[src/rtl/shift_rotate_pkg.sv]
// rtl/shift_rotate_pkg.sv - shared op encoding and bit-reverse helper for shift_rotate_pipe
// Optional flag outputs are selected by SHROT_FLAGS_EN in the users of this package.
package shift_rotate_pkg;

  localparam int OP_W      = 3;
  localparam int REV_MAX_W = 256;

  typedef enum logic [OP_W-1:0] {
    OP_ROL = 3'd0,
    OP_ROR = 3'd1,
    OP_SLL = 3'd2,
    OP_SRL = 3'd3,
    OP_SRA = 3'd4
  } op_e;

  // Reverses the low w bits of v; callers narrow the result back to their width.
  function automatic logic [REV_MAX_W-1:0] reverse_bits(input logic [REV_MAX_W-1:0] v,
                                                        input int unsigned w);
    logic [REV_MAX_W-1:0] r;
    r = {<<{v}};
    return r >> (REV_MAX_W - w);
  endfunction

  function automatic logic is_right_op(input op_e op);
    return (op == OP_ROR) || (op == OP_SRL) || (op == OP_SRA);
  endfunction

endpackage

[src/rtl/shift_stage.sv]
// rtl/shift_stage.sv - combinational left shift/rotate by 2^K with fill
// Carry in/out ports exist only when SHROT_FLAGS_EN is defined.
module shift_stage
  import shift_rotate_pkg::*;
#(
  parameter int WIDTH = 8,
  parameter int K     = 0
) (
  input  logic [WIDTH-1:0] data_i,
  input  op_e              op_i,
  input  logic             fill_i,
  input  logic             shift_en_i,
`ifdef SHROT_FLAGS_EN
  input  logic             carry_i,
  output logic             carry_o,
`endif
  output logic [WIDTH-1:0] data_o
);

  localparam int S = 1 << K;
  localparam logic [WIDTH-1:0] LOW_MASK = ~({WIDTH{1'b1}} << S);

  logic [WIDTH-1:0] rotated;
  logic [WIDTH-1:0] shifted;

  assign rotated = (data_i << S) | (data_i >> (WIDTH - S));
  assign shifted = (data_i << S) | (fill_i ? LOW_MASK : '0);

  // Right ops arrive bit-reversed, so every op is a left move here.
  always_comb begin
    data_o = data_i;
`ifdef SHROT_FLAGS_EN
    carry_o = carry_i;
`endif
    if (shift_en_i) begin
      case (op_i)
        OP_ROL, OP_ROR: begin
          data_o = rotated;
`ifdef SHROT_FLAGS_EN
          carry_o = data_i[WIDTH-S];
`endif
        end
        OP_SLL, OP_SRL, OP_SRA: begin
          data_o = shifted;
`ifdef SHROT_FLAGS_EN
          carry_o = data_i[WIDTH-S];
`endif
        end
        default: begin
          data_o = data_i;
        end
      endcase
    end
  end

endmodule

[src/rtl/shift_rotate_pipe.sv]
// rtl/shift_rotate_pipe.sv - pipelined WIDTH-bit shift/rotate unit, one log2 stage per register
// Defining SHROT_FLAGS_EN adds the m_carry and m_zero outputs.
module shift_rotate_pipe
  import shift_rotate_pkg::*;
#(
  parameter  int WIDTH = 8,
  localparam int SHW   = $clog2(WIDTH)
) (
  input  logic             clk,
  input  logic             rst,
  input  logic             s_valid,
  output logic             s_ready,
  input  logic [OP_W-1:0]  s_op,
  input  logic [SHW-1:0]   s_shamt,
  input  logic [WIDTH-1:0] s_data,
  output logic             m_valid,
  input  logic             m_ready,
`ifdef SHROT_FLAGS_EN
  output logic             m_carry,
  output logic             m_zero,
`endif
  output logic [WIDTH-1:0] m_data
);

  logic             advance;
  op_e              in_op;
  logic [WIDTH-1:0] in_data;
  logic             in_fill;

  // Stall is global: the whole pipe moves or the whole pipe holds.
  assign advance = !m_valid || m_ready;
  assign s_ready = advance;

  assign in_op   = op_e'(s_op);
  assign in_data = is_right_op(in_op) ? WIDTH'(reverse_bits(REV_MAX_W'(s_data), WIDTH)) : s_data;
  assign in_fill = (in_op == OP_SRA) && s_data[WIDTH-1];

  for (genvar k = 0; k < SHW; k++) begin : g_stage
    localparam int RW = SHW - k;

    logic             valid_in;
    logic [WIDTH-1:0] data_in;
    op_e              op_in;
    logic [RW-1:0]    shamt_in;
    logic             fill_in;
    logic [WIDTH-1:0] data_d;
    logic             valid_q;
    logic [WIDTH-1:0] data_q;
    op_e              op_q;
`ifdef SHROT_FLAGS_EN
    logic             carry_in;
    logic             carry_d;
    logic             carry_q;
`endif

    if (k == 0) begin : g_head
      assign valid_in = s_valid;
      assign data_in  = in_data;
      assign op_in    = in_op;
      assign shamt_in = s_shamt;
      assign fill_in  = in_fill;
`ifdef SHROT_FLAGS_EN
      assign carry_in = 1'b0;
`endif
    end else begin : g_body
      assign valid_in = g_stage[k-1].valid_q;
      assign data_in  = g_stage[k-1].data_q;
      assign op_in    = g_stage[k-1].op_q;
      assign shamt_in = g_stage[k-1].g_fwd.shamt_q;
      assign fill_in  = g_stage[k-1].g_fwd.fill_q;
`ifdef SHROT_FLAGS_EN
      assign carry_in = g_stage[k-1].carry_q;
`endif
    end

    shift_stage #(
      .WIDTH (WIDTH),
      .K     (k)
    ) u_stage (
      .data_i     (data_in),
      .op_i       (op_in),
      .fill_i     (fill_in),
      .shift_en_i (shamt_in[0]),
`ifdef SHROT_FLAGS_EN
      .carry_i    (carry_in),
      .carry_o    (carry_d),
`endif
      .data_o     (data_d)
    );

    always_ff @(posedge clk) begin
      if (rst) begin
        valid_q <= 1'b0;
        data_q  <= '0;
        op_q    <= OP_ROL;
`ifdef SHROT_FLAGS_EN
        carry_q <= 1'b0;
`endif
      end else if (advance) begin
        valid_q <= valid_in;
        data_q  <= data_d;
        op_q    <= op_in;
`ifdef SHROT_FLAGS_EN
        carry_q <= carry_d;
`endif
      end
    end

    // Only the not-yet-consumed shift bits and the fill travel onward.
    if (k < SHW - 1) begin : g_fwd
      logic [RW-2:0] shamt_q;
      logic          fill_q;

      always_ff @(posedge clk) begin
        if (rst) begin
          shamt_q <= '0;
          fill_q  <= 1'b0;
        end else if (advance) begin
          shamt_q <= shamt_in[RW-1:1];
          fill_q  <= fill_in;
        end
      end
    end
  end

  logic [WIDTH-1:0] last_data;
  op_e              last_op;

  assign last_data = g_stage[SHW-1].data_q;
  assign last_op   = g_stage[SHW-1].op_q;
  assign m_valid   = g_stage[SHW-1].valid_q;
  assign m_data    = is_right_op(last_op) ? WIDTH'(reverse_bits(REV_MAX_W'(last_data), WIDTH))
                                          : last_data;

`ifdef SHROT_FLAGS_EN
  assign m_carry = g_stage[SHW-1].carry_q;
  assign m_zero  = m_valid && (last_data == '0);
`endif

endmodule

[config.mk]
export PLATFORM = sky130hd
export DESIGN_NAME = shift_rotate_pipe
export DESIGN_NICKNAME = d
export VERILOG_FILES = /design/src/rtl/shift_rotate_pkg.sv /design/src/rtl/shift_stage.sv /design/src/rtl/shift_rotate_pipe.sv
export SDC_FILE = /design/constraint.sdc
export NUM_CORES = 1
export LEC_CHECK = 0
export CAP_MARGIN = 20
export CORE_UTILIZATION = 51
export CTS_CLUSTER_DIAMETER = 100
export CTS_CLUSTER_SIZE = 20
export DETAILED_ROUTE_END_ITERATION = 7
export PLACE_DENSITY = 0.73
export SKIP_CTS_REPAIR_TIMING = 1
export SLEW_MARGIN = 20
export SYNTH_ARGS = -nofsm -noshare
export SYNTH_HDL_FRONTEND = slang
export SYNTH_SLANG_ARGS = --single-unit
[constraint.sdc]
create_clock -name clk -period 1.65 [get_ports clk]
set_input_delay 0.33 -clock clk [delete_from_list [all_inputs] [get_ports clk]]
set_output_delay 0.33 -clock clk [all_outputs]
set_load 0.05 [all_outputs]
==> impl_results.md <==
- Status: finished, violations left
- Failing checks: negative setup slack
- Final WL: 5320 µm
- Dpl hpwl: 3970 µm
- Max-capacitance violation count: 0
- Register area: 825.8 µm²
- TritonCTS clock tree: built
- Clock power share: 29.8%
- Initial Util: 54.26%
- Mapped Nets: 298
- Fill cell total of the finished layout: 356
- RSZ-0062 raised after global routing: true
- Main flop type after synthesis: dfxtp_1
- Static leakage power: 1.160 nW
- DR vias: 2093
- Flops & latches, synth: 41
- Switch share: 28.60%
- Hold Slack: 458.1 ps
- WP data required: 1320 ps
- Post-route DRC: 0
- Non-Filler Instances: 374
- Min Tclk post-route: 1832 ps
- EDFF count, synth: 0
- Comb pwr share: 22.4%
- TritonCTS Buffers: 5
- Global-route met3 utilization: 6.667%
- GR Util met2: 46.08%
- Flop2flop setup slack: 270 ps
- Fmax: 545.8 MHz
- Reg2reg end: g_stage[0].data_q[2]
- Die width: 67.94 µm
- Final ANT Viol Nets: 0
- Hold_sp: g_stage[1].valid_q
- Synthesized area: 2217 µm²
- Iter 0 DRT Violations: 61
- Global route overflow: 0
- Max-slew violation count: 0
- GRT Util Overall: 26.31%
- CTS Root Cell: clkbuf_8
- Synth-to-Final Area Change: 32.17%
- Final clock skew: 8.284 ps
- Floorplan row count: 23
- Reg-to-Reg Start: m_valid
- Vias in the first global route: 1960
- Crit Path Max Fanout: 8
- CTS max path bufs: 2
- Final core occ: 71.71%
- Endpoint, Worst Hold: g_stage[1].valid_q
- Port bufs: 27
- Core Region: 4086 µm²
- YS warnings: 0
- Worst VDD drop: 0.0003589 V
- Setup ws final: -182.0 ps
- R2R cell count: 4
- Final setup fails: 8
- Nets: 341
- Sequential area share after synthesis: 37.02%
- Antenna violations before repair: 0
- Wire length per cell: 14.22 µm
- Setup CP Type: reg -> out
- Syn Area/Cell: 7.918 µm²
- Area occupied by multi-input gates: 1355 µm²
- CP arrival: 1500 ps
- Global Route met1 Usage: 30.78%
- Mapped Cells: 280
- Flop pwr share: 47.8%
- Worst hold stages: 2
- Worst skew pair latency: 300 ps
- PwrDens: 797.4 nW/µm²
- First-pass GRT wire length: 8935 µm
- Setup crit end kind: output pin
- IO Pins: 28
- Worst-margin pin slew: 386.3 ps
- Number of diodes: 0
- Clock Pin Slew Worst Setup and Hold Paths: 80 ps
- Worst setup SP type: flop
- Layout cells sized above 1: 24.07%
- Grt peak-use layer: met2
- Total chip power: 2.337 mW
- Count of final hold-check violations: 0
- Die Area: 4615 µm²
- Pint: 1.668 mW
- Clk sink count: 41
- Largest net degree at the start of global routing: 27
- Netlist cell types: 42
- HP Class: reg -> reg
- DRT Pass-1 Iters: 4
- Final period utilization: 111.0%
- Net Sw Power: 668.4 µW
- Die height: 67.94 µm
- Via/cell ratio: 5.596
- H-Tree Depth: 2
- FFs w/ async S/R, synth: 0%
- Slew HR: 74.21%
- Routability cong.: 0.8535
- Cells after DPL: 366
-- layer usage --
metal | up-vias | part of all wire (%) | wire length (µm)
met5 | - | 0 | 0
met4 | 0 | 1.7 | 90
met3 | 9 | 3.5 | 185
met2 | 46 | 50 | 2678
met1 | 950 | 44 | 2366
li1 | 1088 | - | -
-- cell usage after synthesis, types with 2 or more instances --
cell type / number / area [µm²]
mux2_2: 16 / 180.2
buf_2: 2 / 10.01
dfxtp_1: 41 / 820.8
nor2_1: 26 / 97.59
o22a_1: 2 / 17.52
nand2_1: 54 / 202.7
o21a_1: 4 / 30.03
a211oi_1: 4 / 30.03
buf_1: 2 / 7.510
o22ai_1: 3 / 18.77
nor3_1: 5 / 25.02
o31ai_1: 3 / 22.52
or2_2: 4 / 25.02
nand2b_1: 7 / 43.79
buf_6: 2 / 22.52
mux2i_1: 5 / 50.05
a211o_1: 3 / 26.28
o21ai_0: 11 / 55.05
nor4b_1: 2 / 17.52
clkbuf_1: 13 / 48.80
a311oi_1: 11 / 96.34
o221ai_1: 2 / 17.52
nand3b_1: 6 / 45.04
nand3_1: 7 / 35.03
nor2b_1: 2 / 12.51
o21bai_1: 2 / 15.01
a21oi_1: 26 / 130.1
-- per-stage QoR --
step	cell area, µm²	setup slack, ps	setup TNS, ps
finish	2930	-182.0	-1420
global route	2930	-243.2	-1888
CTS	2859	-253.9	-2068
detailed placement	2763	-280.8	-2316
global placement	2763	-205.8	-1767
floorplan	2220	96.89	0
-- worst max-delay path, cell delays in order (launching register included) --
cell     delay [ps]
dfxtp_2         340
mux2_4          370
mux2_4          340
buf_12          150
-- worst max path at each step --
stage	start	endpoint	slack, ps	cells after the start
floorplan	m_valid	g_stage[1].data_q[3]	100	4
finish	g_stage[2].op_q[2]	m_data[7]	-180	3
detailed placement	s_op[0]	g_stage[0].data_q[1]	-280	6
global placement	s_op[0]	g_stage[0].data_q[3]	-210	6
global route	g_stage[2].op_q[0]	m_data[7]	-240	4
CTS	g_stage[2].op_q[2]	m_data[7]	-250	3
-- flip-flops by register name, indices dropped and copies added, names as in the netlist --
register	count
g_stage.op_q	9
g_stage.g_fwd.fill_q	2
g_stage.g_fwd.shamt_q	3
g_stage.valid_q	2
g_stage.data_q	24
m_valid	1
-- cell type report --
cell class              count  share of cell area (%)
clock inverters             2                  0.4697
clock buffers               6                   2.818
repair buffers             55                   19.90
multi-input cells         218                   46.24
well taps                  50                   2.135
inverters                   2                  0.2562
flip-flops and latches     41                   28.18
-- cells by family after synthesis --
logic type	Yosys count	share of synthesized area [%]
AOI/OAI and AO/OA	79	23.48
xor gates and xnor gates	1	0.3951
buffers and inverters	21	4.345
DFF	41	37.02
muxes	21	10.38
and+or+nand+nor	117	24.38
-- cell usage in the layout (no fill, tap or decap), types with 2 or more instances in the layout --
master,instances
or2_2,4
nand3_1,7
nand2b_1,7
o31ai_1,3
o22ai_1,3
buf_12,10
a211o_1,3
a311oi_1,11
a211oi_1,4
o21bai_1,2
mux2_2,7
nor2_1,25
o21ai_0,11
nor3_1,5
nand3b_1,6
nand2_1,54
o21a_1,4
mux2_4,9
dfxtp_2,4
dfxtp_1,37
nor4b_1,2
buf_4,28
o221ai_1,2
a21oi_1,26
clkdlybuf4s50_1,16
mux2i_1,5
o21ai_2,2
clkbuf_8,6
o22a_1,2
-- power by group through the flow --
stage / Clock (mW) / Sequential [mW] / Combinational, mW
floorplan: 0 / 1.12 / 0.303
global placement: 0 / 1.13 / 0.499
detailed placement: 0 / 1.14 / 0.504
CTS: 0.708 / 1.11 / 0.507
global route: 0.754 / 1.13 / 0.571
finish: 0.697 / 1.12 / 0.524
Power figures use the tool's default switching activity.
